[src/rtl/gb_cfg_axil_master.sv]
// gb_cfg_axil_master: single-outstanding AXI4-Lite initiator turning harness write/read commands into AW/W/B or AR/R transactions
module gb_cfg_axil_master #(
  parameter int C_S_AXI_CONFIG_ADDR_WIDTH = 5,
  parameter int C_S_AXI_CONFIG_DATA_WIDTH = 32
`ifdef GB_CFG_TIMEOUT_EN
  , parameter int TIMEOUT_CYCLES = 255
`endif
) (
  input  logic                                   clk,
  input  logic                                   rst,
  input  logic                                   cmd_valid,
  output logic                                   cmd_ready,
  input  logic                                   cmd_write,
  input  logic [C_S_AXI_CONFIG_ADDR_WIDTH-1:0]   cmd_addr,
  input  logic [C_S_AXI_CONFIG_DATA_WIDTH-1:0]   cmd_wdata,
  input  logic [C_S_AXI_CONFIG_DATA_WIDTH/8-1:0] cmd_wstrb,
  output logic                                   rsp_valid,
  input  logic                                   rsp_ready,
  output logic [C_S_AXI_CONFIG_DATA_WIDTH-1:0]   rsp_rdata,
  output logic [1:0]                             rsp_resp,
  output logic                                   m_axi_config_AWVALID,
  input  logic                                   m_axi_config_AWREADY,
  output logic [C_S_AXI_CONFIG_ADDR_WIDTH-1:0]   m_axi_config_AWADDR,
  output logic                                   m_axi_config_WVALID,
  input  logic                                   m_axi_config_WREADY,
  output logic [C_S_AXI_CONFIG_DATA_WIDTH-1:0]   m_axi_config_WDATA,
  output logic [C_S_AXI_CONFIG_DATA_WIDTH/8-1:0] m_axi_config_WSTRB,
  input  logic                                   m_axi_config_BVALID,
  output logic                                   m_axi_config_BREADY,
  input  logic [1:0]                             m_axi_config_BRESP,
  output logic                                   m_axi_config_ARVALID,
  input  logic                                   m_axi_config_ARREADY,
  output logic [C_S_AXI_CONFIG_ADDR_WIDTH-1:0]   m_axi_config_ARADDR,
  input  logic                                   m_axi_config_RVALID,
  output logic                                   m_axi_config_RREADY,
  input  logic [C_S_AXI_CONFIG_DATA_WIDTH-1:0]   m_axi_config_RDATA,
  input  logic [1:0]                             m_axi_config_RRESP
);
  localparam int AW = C_S_AXI_CONFIG_ADDR_WIDTH;
  localparam int DW = C_S_AXI_CONFIG_DATA_WIDTH;
  localparam int SW = DW / 8;
  typedef enum logic [2:0] {S_IDLE, S_WR, S_WRSP, S_RD, S_RDAT, S_RSP} state_t;
  state_t state_q, state_d;
  logic [AW-1:0] addr_q, addr_d;
  logic [DW-1:0] wdata_q, wdata_d, rdata_q, rdata_d;
  logic [SW-1:0] wstrb_q, wstrb_d;
  logic [1:0] resp_q, resp_d;
  logic aw_done_q, aw_done_d, w_done_q, w_done_d;
  logic busy, tmo;
  assign busy = state_q inside {S_WR, S_WRSP, S_RD, S_RDAT};
`ifdef GB_CFG_TIMEOUT_EN
  logic [7:0] cnt_q, cnt_d;
  assign tmo = busy && cnt_q == 8'(TIMEOUT_CYCLES - 1);
  // cnt_q is zero on the first cycle of every wait state, so a stalled state lasts exactly TIMEOUT_CYCLES cycles
  assign cnt_d = (busy && state_d == state_q) ? cnt_q + 8'd1 : 8'd0;
  always_ff @(posedge clk) cnt_q <= rst ? 8'd0 : cnt_d;
`else
  assign tmo = 1'b0;
`endif
  // VALID/READY are squashed in the timeout cycle so no handshake can complete as the FSM bails out
  assign cmd_ready            = state_q == S_IDLE;
  assign rsp_valid            = state_q == S_RSP;
  assign rsp_rdata            = rdata_q;
  assign rsp_resp             = resp_q;
  assign m_axi_config_AWVALID = state_q == S_WR && !aw_done_q && !tmo;
  assign m_axi_config_WVALID  = state_q == S_WR && !w_done_q && !tmo;
  assign m_axi_config_BREADY  = state_q == S_WRSP && !tmo;
  assign m_axi_config_ARVALID = state_q == S_RD && !tmo;
  assign m_axi_config_RREADY  = state_q == S_RDAT && !tmo;
  assign m_axi_config_AWADDR  = addr_q;
  assign m_axi_config_ARADDR  = addr_q;
  assign m_axi_config_WDATA   = wdata_q;
  assign m_axi_config_WSTRB   = wstrb_q;
  always_comb begin
    state_d   = state_q;
    addr_d    = addr_q;
    wdata_d   = wdata_q;
    wstrb_d   = wstrb_q;
    rdata_d   = rdata_q;
    resp_d    = resp_q;
    aw_done_d = aw_done_q;
    w_done_d  = w_done_q;
    case (state_q)
      S_IDLE: if (cmd_valid) begin
        addr_d    = cmd_addr;
        wdata_d   = cmd_wdata;
        wstrb_d   = cmd_wstrb;
        aw_done_d = 1'b0;
        w_done_d  = 1'b0;
        state_d   = cmd_write ? S_WR : S_RD;
      end
      S_WR: begin
        aw_done_d = aw_done_q | (m_axi_config_AWVALID & m_axi_config_AWREADY);
        w_done_d  = w_done_q | (m_axi_config_WVALID & m_axi_config_WREADY);
        state_d   = (aw_done_d && w_done_d) ? S_WRSP : S_WR;
      end
      S_WRSP: if (m_axi_config_BREADY && m_axi_config_BVALID) begin
        resp_d  = m_axi_config_BRESP;
        rdata_d = '0;
        state_d = S_RSP;
      end
      S_RD: state_d = (m_axi_config_ARVALID && m_axi_config_ARREADY) ? S_RDAT : S_RD;
      S_RDAT: if (m_axi_config_RREADY && m_axi_config_RVALID) begin
        resp_d  = m_axi_config_RRESP;
        rdata_d = m_axi_config_RDATA;
        state_d = S_RSP;
      end
      S_RSP: state_d = rsp_ready ? S_IDLE : S_RSP;
      default: state_d = S_IDLE;
    endcase
    if (tmo) begin
      state_d = S_RSP;
      resp_d  = 2'b11;
      rdata_d = DW'(32'hDEAD_BEEF);
    end
  end
  always_ff @(posedge clk) begin
    if (rst) begin
      state_q   <= S_IDLE;
      addr_q    <= '0;
      wdata_q   <= '0;
      wstrb_q   <= '0;
      rdata_q   <= '0;
      resp_q    <= '0;
      aw_done_q <= 1'b0;
      w_done_q  <= 1'b0;
    end else begin
      state_q   <= state_d;
      addr_q    <= addr_d;
      wdata_q   <= wdata_d;
      wstrb_q   <= wstrb_d;
      rdata_q   <= rdata_d;
      resp_q    <= resp_d;
      aw_done_q <= aw_done_d;
      w_done_q  <= w_done_d;
    end
  end
endmodule

[config.mk]
export PLATFORM = sky130hd
export DESIGN_NAME = gb_cfg_axil_master
export DESIGN_NICKNAME = d
export VERILOG_FILES = /design/src/rtl/gb_cfg_axil_master.sv
export SDC_FILE = /design/constraint.sdc
export NUM_CORES = 1
export LEC_CHECK = 0
export BUFFER_PORTS_ARGS = -buffer_cell sky130_fd_sc_hd__buf_2
export CAP_MARGIN = 15
export CELL_PAD_IN_SITES_DETAIL_PLACEMENT = 1
export CELL_PAD_IN_SITES_GLOBAL_PLACEMENT = 1
export CORE_MARGIN = 2
export CORE_UTILIZATION = 30
export DETAILED_ROUTE_END_ITERATION = 6
export PLACE_DENSITY_LB_ADDON = 0.1
export SYNTH_ARGS = -nofsm -noshare
export SYNTH_HDL_FRONTEND = slang
export SYNTH_SLANG_ARGS = --single-unit
[constraint.sdc]
create_clock -name clk -period 1.55 [get_ports clk]
set_input_delay 0.31 -clock clk [delete_from_list [all_inputs] [get_ports clk]]
set_output_delay 0.31 -clock clk [all_outputs]
set_load 0.05 [all_outputs]
==> results of run 1 <==
cells in the mapped netlist:
cell	count
nand4bb_1	2
clkbuf_1	11
and3_1	1
mux2i_1	1
a31oi_1	2
nand2_1	119
or4b_1	1
or3b_1	1
buf_4	5
clkbuf_2	1
nor3_1	4
a2111oi_0	1
buf_1	1
a22o_1	1
or3_1	1
inv_1	5
dfxtp_1	80
o41ai_1	1
o22ai_1	1
a21oi_1	78
o21ai_0	2
or4_1	1
nor4b_4	1
buf_6	10
nand2b_1	3
nor4bb_1	1
buf_2	11
nor2b_1	4
a31o_1	2
a2bb2oi_1	1
nor2_1	4
nand3_1	33
nor3b_1	1
or3b_2	1
per-layer routing:
| layer | GRT usage | part of all wire | up-vias |
|---|---|---|---|
| met5 | 0 | 0 | - |
| met3 | 0.0511 | 0.058 | 20 |
| met4 | 0.0696 | 0.020 | 0 |
| li1 | - | - | 1677 |
| met1 | 0.199 | 0.39 | 1651 |
| met2 | 0.309 | 0.53 | 106 |
critical path: cells and delay by family, from the launching register on:
family        cells  cell delay (ns)
simple gates      2             0.57
flops             1             0.36
buf+inv           1             0.16
layout make-up:
cell class                 instances  area (sq um)
fill                            1206          4710
multi-input combinational        268          2050
sequential                        80          1610
timing repair buffer             215          1510
tap                              136           170
clock buffer                      10           138
clock inverter                     5          57.6
inverter                           5          22.5
logic make-up after synthesis:
kind of cell,share of synthesized area
multiplexers,0.00317
AO/OA/AOI/OAI,0.149
AND/OR/NAND/NOR,0.254
flip-flops,0.507
buffers and inverters,0.0867
power by group:
group          switching (uW)  internal, uW
logic                    2330          1440
registers                 212          2300
clock network             778           777
per-stage QoR:
step | TNS (ns) | std cells | util | power [uW] | instance area, sq um
detailed placement | 0 | 682 | 0.407 | 5040 | 4190
finish | -3.71 | 719 | 0.541 | 7840 | 5560
floorplan | 0 | 392 | - | 4410 | 3190
global placement | 0 | 682 | 0.407 | 4990 | 4190
CTS | -1.08 | 700 | 0.438 | 6830 | 4500
global route | -7.19 | 719 | 0.541 | 8200 | 5560
registers in the layout (all words and copies together), names as in the netlist:
| register | flops |
|---|---|
| aw_done_q | 1 |
| m_axi_config_WSTRB | 4 |
| w_done_q | 1 |
| state_q | 3 |
| m_axi_config_WDATA | 32 |
| rsp_resp | 2 |
| m_axi_config_ARADDR | 5 |
| rsp_rdata | 32 |
what timing repair did:
action,CTS,global route
cloned,1,12
pin swaps,1,122
endpoints found under the setup margin,8,75
buffers inserted,2,7
resized for setup,27,216
final timing paths:
path | start | end | slack, ns | cells past startpoint
max | state_q[2]$_SDFFE_PP0P_ | m_axi_config_WVALID | -0.19 | 3
min | m_axi_config_RDATA[6] | rsp_rdata[6]$_SDFFE_PP0P_ | 0.19 | 3
max reg2reg | state_q[1]$_SDFFE_PP0P_ | m_axi_config_ARADDR[0]$_SDFFE_PP0P_ | -0.10 | 5
min reg2reg | m_axi_config_WDATA[31]$_SDFFE_PP0P_ | m_axi_config_WDATA[31]$_SDFFE_PP0P_ | 0.46 | 2
==> metrics, run 1 <==
vias in the first global route=3392; Synth top area share=0.507; slowest CP cell=or3b_4; Routed WL=12100 um; Worst-Margin Slew=0.532 ns; CTS tree=yes; row count=37; final period utilization=1.12; final setup fails=65; Layout Area Growth over Synthesis=76.1%; DRC viols=0; Synth Net Count=479; die height=107 um; Critical Path AT=1.43 ns; nets=666; outcome=complete, but fails checks; CTS buffer count=9; syn avg cell area=8.06 sq um; initial antenna violation count=0; top cell type by total area after synthesis=dfxtp_1; GP Congestion=0.790; IO buf count=173; flops & latches, synth=80; 1st-pass router iterations=4; Mapped Area=3160 sq um; CP Data Required Time=1.24 ns; Worst-Skew Late Latency=0.35 ns; top cells by area, synth=dfxtp_1 51%, nand2_1 14%, a21oi_1 12%; Hold Vio Cnt, Final=0; sequential area share after synthesis=0.507; Slew Viols, Final=0; Max Cap Viol=0; Initial Utilization=0.307; GRT Total Usage=0.175; H-tree lvl count=3; DIE WIDTH=107 um; clock sinks=80; total number of vias=3454; I/O Pins=174; Cell variety after synth=34; Antenna Nets Post-Route=0; minimum clock period=1.74 ns; Cells after Synth=392; CP peak stage delay=0.44 ns; Clk pin slew, worst setup/hold paths=0.09 ns; most common cell after layout, fill and taps aside=buf_2; layout cells sized above 1=0.650; DP HPWL=7050 um; Post-CTS Hold Fix Bufs=0; HP Class=in2reg; wire per inst=16.8 um; first-pass GRT wire length=16000 um; most frequent cells in the layout=166 x buf_2, 77 x dfxtp_1, 64 x a21oi_2; pre-CTS setup slack=0.0101 ns; Max VDD drop=0.592 mV; Diodes inserted=0; hold_ws=0.190 ns; Worst setup SP type=register; Max Fanout on Critical Path=4; Root Driver=clkbuf_8; GRT Residual Overflow=0; CP endpoint kind=primary output; P_leak=0.00259 uW; core footprint=10300 sq um; critical path type=reg2out; die area=11400 sq um; clock buffer depth=2; PD cells=1410 nW/um^2; clk_skew=0.00841 ns; Via density=4.80; Ys Warns=0; fmax=576 MHz; worst setup margin=-0.187 ns; RSZ-0062 raised after global routing=yes; largest net degree at the start of global routing=36; relative slew slack=0.645; failing checks=setup timing; cell breakdown of the critical path=or3b_4 > nor2_4 > buf_8; DRT iter0 DRCs=60
(Power assumes the default switching activity.)
==> run 2, diff against run 1 <==
--- a/config.mk
+++ b/config.mk
@@ -13,6 +13,7 @@
 export CORE_UTILIZATION = 30
 export DETAILED_ROUTE_END_ITERATION = 6
 export PLACE_DENSITY_LB_ADDON = 0.1
+export SETUP_SLACK_MARGIN = 0.05
 export SYNTH_ARGS = -nofsm -noshare
 export SYNTH_HDL_FRONTEND = slang
 export SYNTH_SLANG_ARGS = --single-unit
==> run 2 against run 1 <==
Effect of this change:
- maximum frequency fell by 0.84%
- the run still ends with setup timing left
- die area stayed put
- cell count grew 2.4%
- largest cell class unchanged
- critical path depth stayed put
- via count increased by 2.6%
==> metrics, run 2 (synthesized netlist as in run 1, its figures left out) <==
DP HPWL=6850 um (-2.9%); Hold Vio Cnt, Final=0 (unchanged); first-pass GRT wire length=15800 um (-1.4%); minimum clock period=1.75 ns (+0.0147 ns); Non-Filler Instances=736 (+2.4%); initial antenna violation count=1 (+1); wire per inst=17.2 um (+2.3%); Post-CTS Hold Fix Bufs=0 (unchanged); Worst-Skew Late Latency=0.36 ns (about the same); CP endpoint kind=primary output; PD cells=1450 nW/um^2 (+2.7%); Worst Reg2Reg Path Length in Cells=8 (+3); RSZ-0062 raised after global routing=yes; H-tree lvl count=3 (unchanged); layout cells sized above 1=0.643 (-0.00675); most frequent cells in the layout=166 x buf_2, 77 x dfxtp_1, 50 x nand2_1; Worst setup SP type=register; cell family with most CP delay=simple AND/OR/NAND/NOR gates; 1st-pass router iterations=4 (unchanged); most common cell after layout, fill and taps aside=buf_2; final setup fails=41 (-37%); relative slew slack=0.775 (+0.130); Power, Total=8340 uW (+6.4%); fmax=571 MHz (-0.84%); I/O Pins=174 (unchanged); die area=11400 sq um (unchanged); Max Cap Viol=0 (unchanged); outcome=complete, but fails checks; GRT Total Usage=0.175 (-0.000855); Via density=4.81 (+0.21%); Slew Viols, Final=0 (unchanged); largest net degree at the start of global routing=44 (+22%); nets=682 (+2.4%); Routed WL=12700 um (+4.7%); GP Congestion=0.707 (-11%); Layout Area Growth over Synthesis=82.4%; CTS tree=yes; dpl cells=678 (-0.59%); GRT Residual Overflow=0 (unchanged); worst setup margin=-0.202 ns (-0.0147 ns); clock sinks=80 (unchanged); final period utilization=1.13 (+0.00947); Clk pin slew, worst setup/hold paths=0.08 ns (about the same); CP peak stage delay=0.43 ns (about the same); DRC viols=0 (unchanged); die height=107 um (unchanged); Max VDD drop=0.550 mV (-7.2%); Diodes inserted=0 (unchanged); row count=37 (unchanged); Worst Path Buf+Inv=1 (unchanged); total number of vias=3543 (+2.6%); Critical Path AT=1.44 ns (about the same); pre-CTS setup slack=-0.0394 ns (-0.0495 ns); Worst-Margin Slew=0.336 ns (-0.196 ns); cell breakdown of the critical path=or3b_4 > nor2_4 > buf_12; clock buffer depth=2 (unchanged); Max Fanout on Critical Path=6 (+2); HP Class=in2reg; failing checks=setup timing; DRT iter0 DRCs=92 (+53%); slowest CP cell=or3b_4; Hold Path Depth=3 (unchanged); critical path type=reg2out; DIE WIDTH=107 um (unchanged); Root Driver=clkbuf_8; clk_skew=0.00566 ns (-0.00275 ns); IO buf count=173 (unchanged); Initial Utilization=0.307 (unchanged); core footprint=10300 sq um (unchanged); P_leak=0.00265 uW (+2.2%); vias in the first global route=3305 (-2.6%); CP Data Required Time=1.24 ns (about the same); WP depth=3 (unchanged); CTS buffer count=9 (unchanged); Antenna Nets Post-Route=0 (unchanged)
==> run 2: cell count changes in the layout (fill, tap and decap cells not counted), sizes merged <==
| cell | before | now |
|---|---|---|
| buf | 208 | 221 |
| clkbuf | 17 | 20 |
| clkinv | 1 | 5 |
| clkinvlp | 4 | 1 |
==> run 2: path summary, 6_finish.rpt <==
kind	startpoint	to	slack (ns)
worst max-delay path	state_q[0]$_SDFFE_PP0P_	m_axi_config_WVALID	-0.20
worst max register to register	state_q[1]$_SDFFE_PP0P_	m_axi_config_WDATA[21]$_SDFFE_PP0P_	-0.09
worst min-delay path	cmd_wdata[6]	m_axi_config_WDATA[6]$_SDFFE_PP0P_	0.18
worst min register to register	m_axi_config_WDATA[19]$_SDFFE_PP0P_	m_axi_config_WDATA[19]$_SDFFE_PP0P_	0.46
==> run 2: through the flow <==
stage	util	cell area (sq um)	TNS [ns]	hold slack (ns)
2_1_floorplan	-	3190	-0.106	0.446
3_3_place_gp	0.411	4220	-0.0174	0.439
3_5_place_dp	0.411	4220	-0.0770	0.444
4_1_cts	0.459	4720	-0.897	0.161
5_1_grt	0.561	5760	-5.27	0.172
6_report	0.561	5760	-2.17	0.179
==> run 2: metal layers <==
layer | global-route usage | share of wire
met3 | 0.0480 | 0.055
met1 | 0.197 | 0.39
met5 | 0 | 0
met2 | 0.307 | 0.54
met4 | 0.0779 | 0.016
==> run 2: report_power, final <==
part | total (uW) | switching [uW] | internal, uW
clock network | 1580 | 795 | 780
registers | 2510 | 209 | 2300
logic | 4250 | 2470 | 1780
==> run 2: final cells by class <==
| cell class | instances | area [sq um] |
|---|---|---|
| clock buffers | 10 | 138 |
| clock inverters | 6 | 58.8 |
| fillers | 1181 | 4510 |
| inverters | 5 | 25.0 |
| multi-input cells | 268 | 1970 |
| flip-flops and latches | 80 | 1610 |
| well taps | 136 | 170 |
| repair buffers | 231 | 1790 |
==> run 2: timing repair <==
item	CTS	global route
endpoints found under the setup margin	7	87
gates resized for setup	53	173
cloned	0	15
pin swaps	14	85
buffers inserted	13	14
==> run 2: worst min-delay path: stages <==
cell and delay (ns):
buf_2 0.10, nand2_2 0.05, a21oi_2 0.04
==> run 3, diff against run 2 <==
--- a/config.mk
+++ b/config.mk
@@ -7,7 +7,7 @@
 export LEC_CHECK = 0
 export BUFFER_PORTS_ARGS = -buffer_cell sky130_fd_sc_hd__buf_2
 export CAP_MARGIN = 15
-export CELL_PAD_IN_SITES_DETAIL_PLACEMENT = 1
+export CELL_PAD_IN_SITES_DETAIL_PLACEMENT = 0
 export CELL_PAD_IN_SITES_GLOBAL_PLACEMENT = 1
 export CORE_MARGIN = 2
 export CORE_UTILIZATION = 30
==> run 3 against run 2 <==
Effect of this change:
- the run still ends with setup timing left
- total power decreased by 12%
- highest routed layer unchanged
- critical endpoint unchanged
- design area decreased by 11%
- critical path type unchanged
- cell count down 3.7%
==> metrics, run 3 (synthesized netlist as in run 1, its figures left out) <==
CP endpoint kind=primary output; layout cells sized above 1=0.562 (-0.0814); largest net degree at the start of global routing=44 (unchanged); failing checks=setup timing; Post-CTS Hold Fix Bufs=0 (unchanged); DP HPWL=6220 um (-9.2%); I/O Pins=174 (unchanged); DRC viols=0 (unchanged); setup TNS=-1.85 ns (+0.327 ns); most frequent cells in the layout=166 x buf_2, 77 x dfxtp_1, 62 x nand2_1; RSZ-0062 raised after global routing=yes; fmax=584 MHz (+2.4%); most common cell after layout, fill and taps aside=buf_2; final setup fails=61 (+49%); Slew Viols, Final=0 (unchanged); clk_skew=0.0119 ns (+0.00626 ns); 1st-pass router iterations=4 (unchanged); core footprint=10300 sq um (unchanged); Critical Path AT=1.40 ns (-0.04 ns); first-pass GRT wire length=14200 um (-10%); total number of vias=3264 (-7.9%); clock sinks=80 (unchanged); worst setup margin=-0.161 ns (+0.0411 ns); relative slew slack=0.782 (+0.00692); CP Data Required Time=1.24 ns (about the same); cell breakdown of the critical path=or3b_4 > nor2_4 > buf_12; cell family with most CP delay=simple AND/OR/NAND/NOR gates; DRT iter0 DRCs=126 (+37%); GP Congestion=0.707 (unchanged); vias in the first global route=2998 (-9.3%); Max VDD drop=0.535 mV (-2.6%); minimum clock period=1.71 ns (-0.0411 ns); HP Class=in2reg; Worst setup SP type=register; GRT Total Usage=0.155 (-0.0197); Initial Utilization=0.307 (unchanged); CP peak stage delay=0.42 ns (about the same); PD cells=1430 nW/um^2 (-1.5%); post-route cell area=5140 sq um (-11%); Clk pin slew, worst setup/hold paths=0.09 ns (about the same); clock buffer depth=2 (unchanged); die area=11400 sq um (unchanged); Layout Area Growth over Synthesis=62.8%; row count=37 (unchanged); GRT Residual Overflow=0 (unchanged); Root Driver=clkbuf_8; IO buf count=173 (unchanged); Worst Path Buf+Inv=1 (unchanged); Max Cap Viol=0 (unchanged); Worst-Skew Late Latency=0.34 ns (-0.02 ns); P_leak=0.00236 uW (-11%); slowest CP cell=or3b_4; wire per inst=14.1 um (-18%); Via density=4.60 (-4.4%); Routed WL=9960 um (-21%); DP Area=4220 sq um (unchanged); Antenna Nets Post-Route=0 (unchanged); H-tree lvl count=3 (unchanged); die height=107 um (unchanged); initial antenna violation count=0 (-1); CTS buffer count=9 (unchanged); critical path type=reg2out; Hold Vio Cnt, Final=0 (unchanged); Diodes inserted=0 (unchanged); DIE WIDTH=107 um (unchanged); final period utilization=1.10 (-0.0265); Worst-Margin Slew=0.326 ns (-0.0105 ns); Max Fanout on Critical Path=5 (-1); outcome=complete, but fails checks; CTS tree=yes; nets=655 (-4.0%)
[run 3: repair_timing]
action                     4_1_cts  5_1_grt
setup endpoints to repair        7       83
buffers inserted                 8        1
pin swaps                        3       21
gates cloned                     0        7
gates resized for setup         27      124
hold endpoints to repair         0        0
[run 3: layout make-up]
cell class,count,area (sq um)
clock inverter,5,81.3
clock buffer,11,131
multi-input combinational,268,1730
tap,136,170
timing repair buffer,204,1390
fill,1054,5130
inverter,5,27.5
sequential,80,1610
[run 3: worst min-delay path, cell delays in order]
cell and delay [ns]:
buf_2 0.09, nand2_1 0.04, a21oi_1 0.05
[run 3: where the power goes]
part,total (uW),switching (uW),internal [uW]
Combinational,3190,2020,1170
Sequential,2470,167,2300
Clock,1680,768,910
[run 3: path summary, 6_finish.rpt]
check | cells past startpoint | end | from | slack (ns)
setup reg to reg | 8 | rsp_rdata[11]$_SDFFE_PP0P_ | state_q[0]$_SDFFE_PP0P_ | -0.05
setup / recovery | 3 | m_axi_config_WVALID | state_q[0]$_SDFFE_PP0P_ | -0.16
hold / removal | 3 | m_axi_config_WSTRB[1]$_SDFFE_PP0P_ | cmd_wstrb[1] | 0.19
hold reg to reg | 2 | m_axi_config_WDATA[21]$_SDFFE_PP0P_ | m_axi_config_WDATA[21]$_SDFFE_PP0P_ | 0.46
[run 3: per-layer routing]
layer,part of all wire,global-route usage,routed length [um],up-vias
li1,-,-,-,1649
met2,0.51,0.264,5070,99
met1,0.41,0.181,4080,1505
met4,0.011,0.0612,108,0
met5,0,0,0,-
met3,0.071,0.0480,706,11
[run 3: through the flow]
stage	instances	hold WS [ns]	total power, uW	util	worst slack, ns
4_1_cts	702	0.169	6980	0.446	-0.173
3_5_place_dp	678	0.443	5070	0.411	-0.0197
3_3_place_gp	678	0.439	5060	0.411	-0.00990
2_1_floorplan	392	0.446	4400	-	-0.0532
6_report	709	0.189	7330	0.500	-0.161
5_1_grt	709	0.174	7710	0.500	-0.222
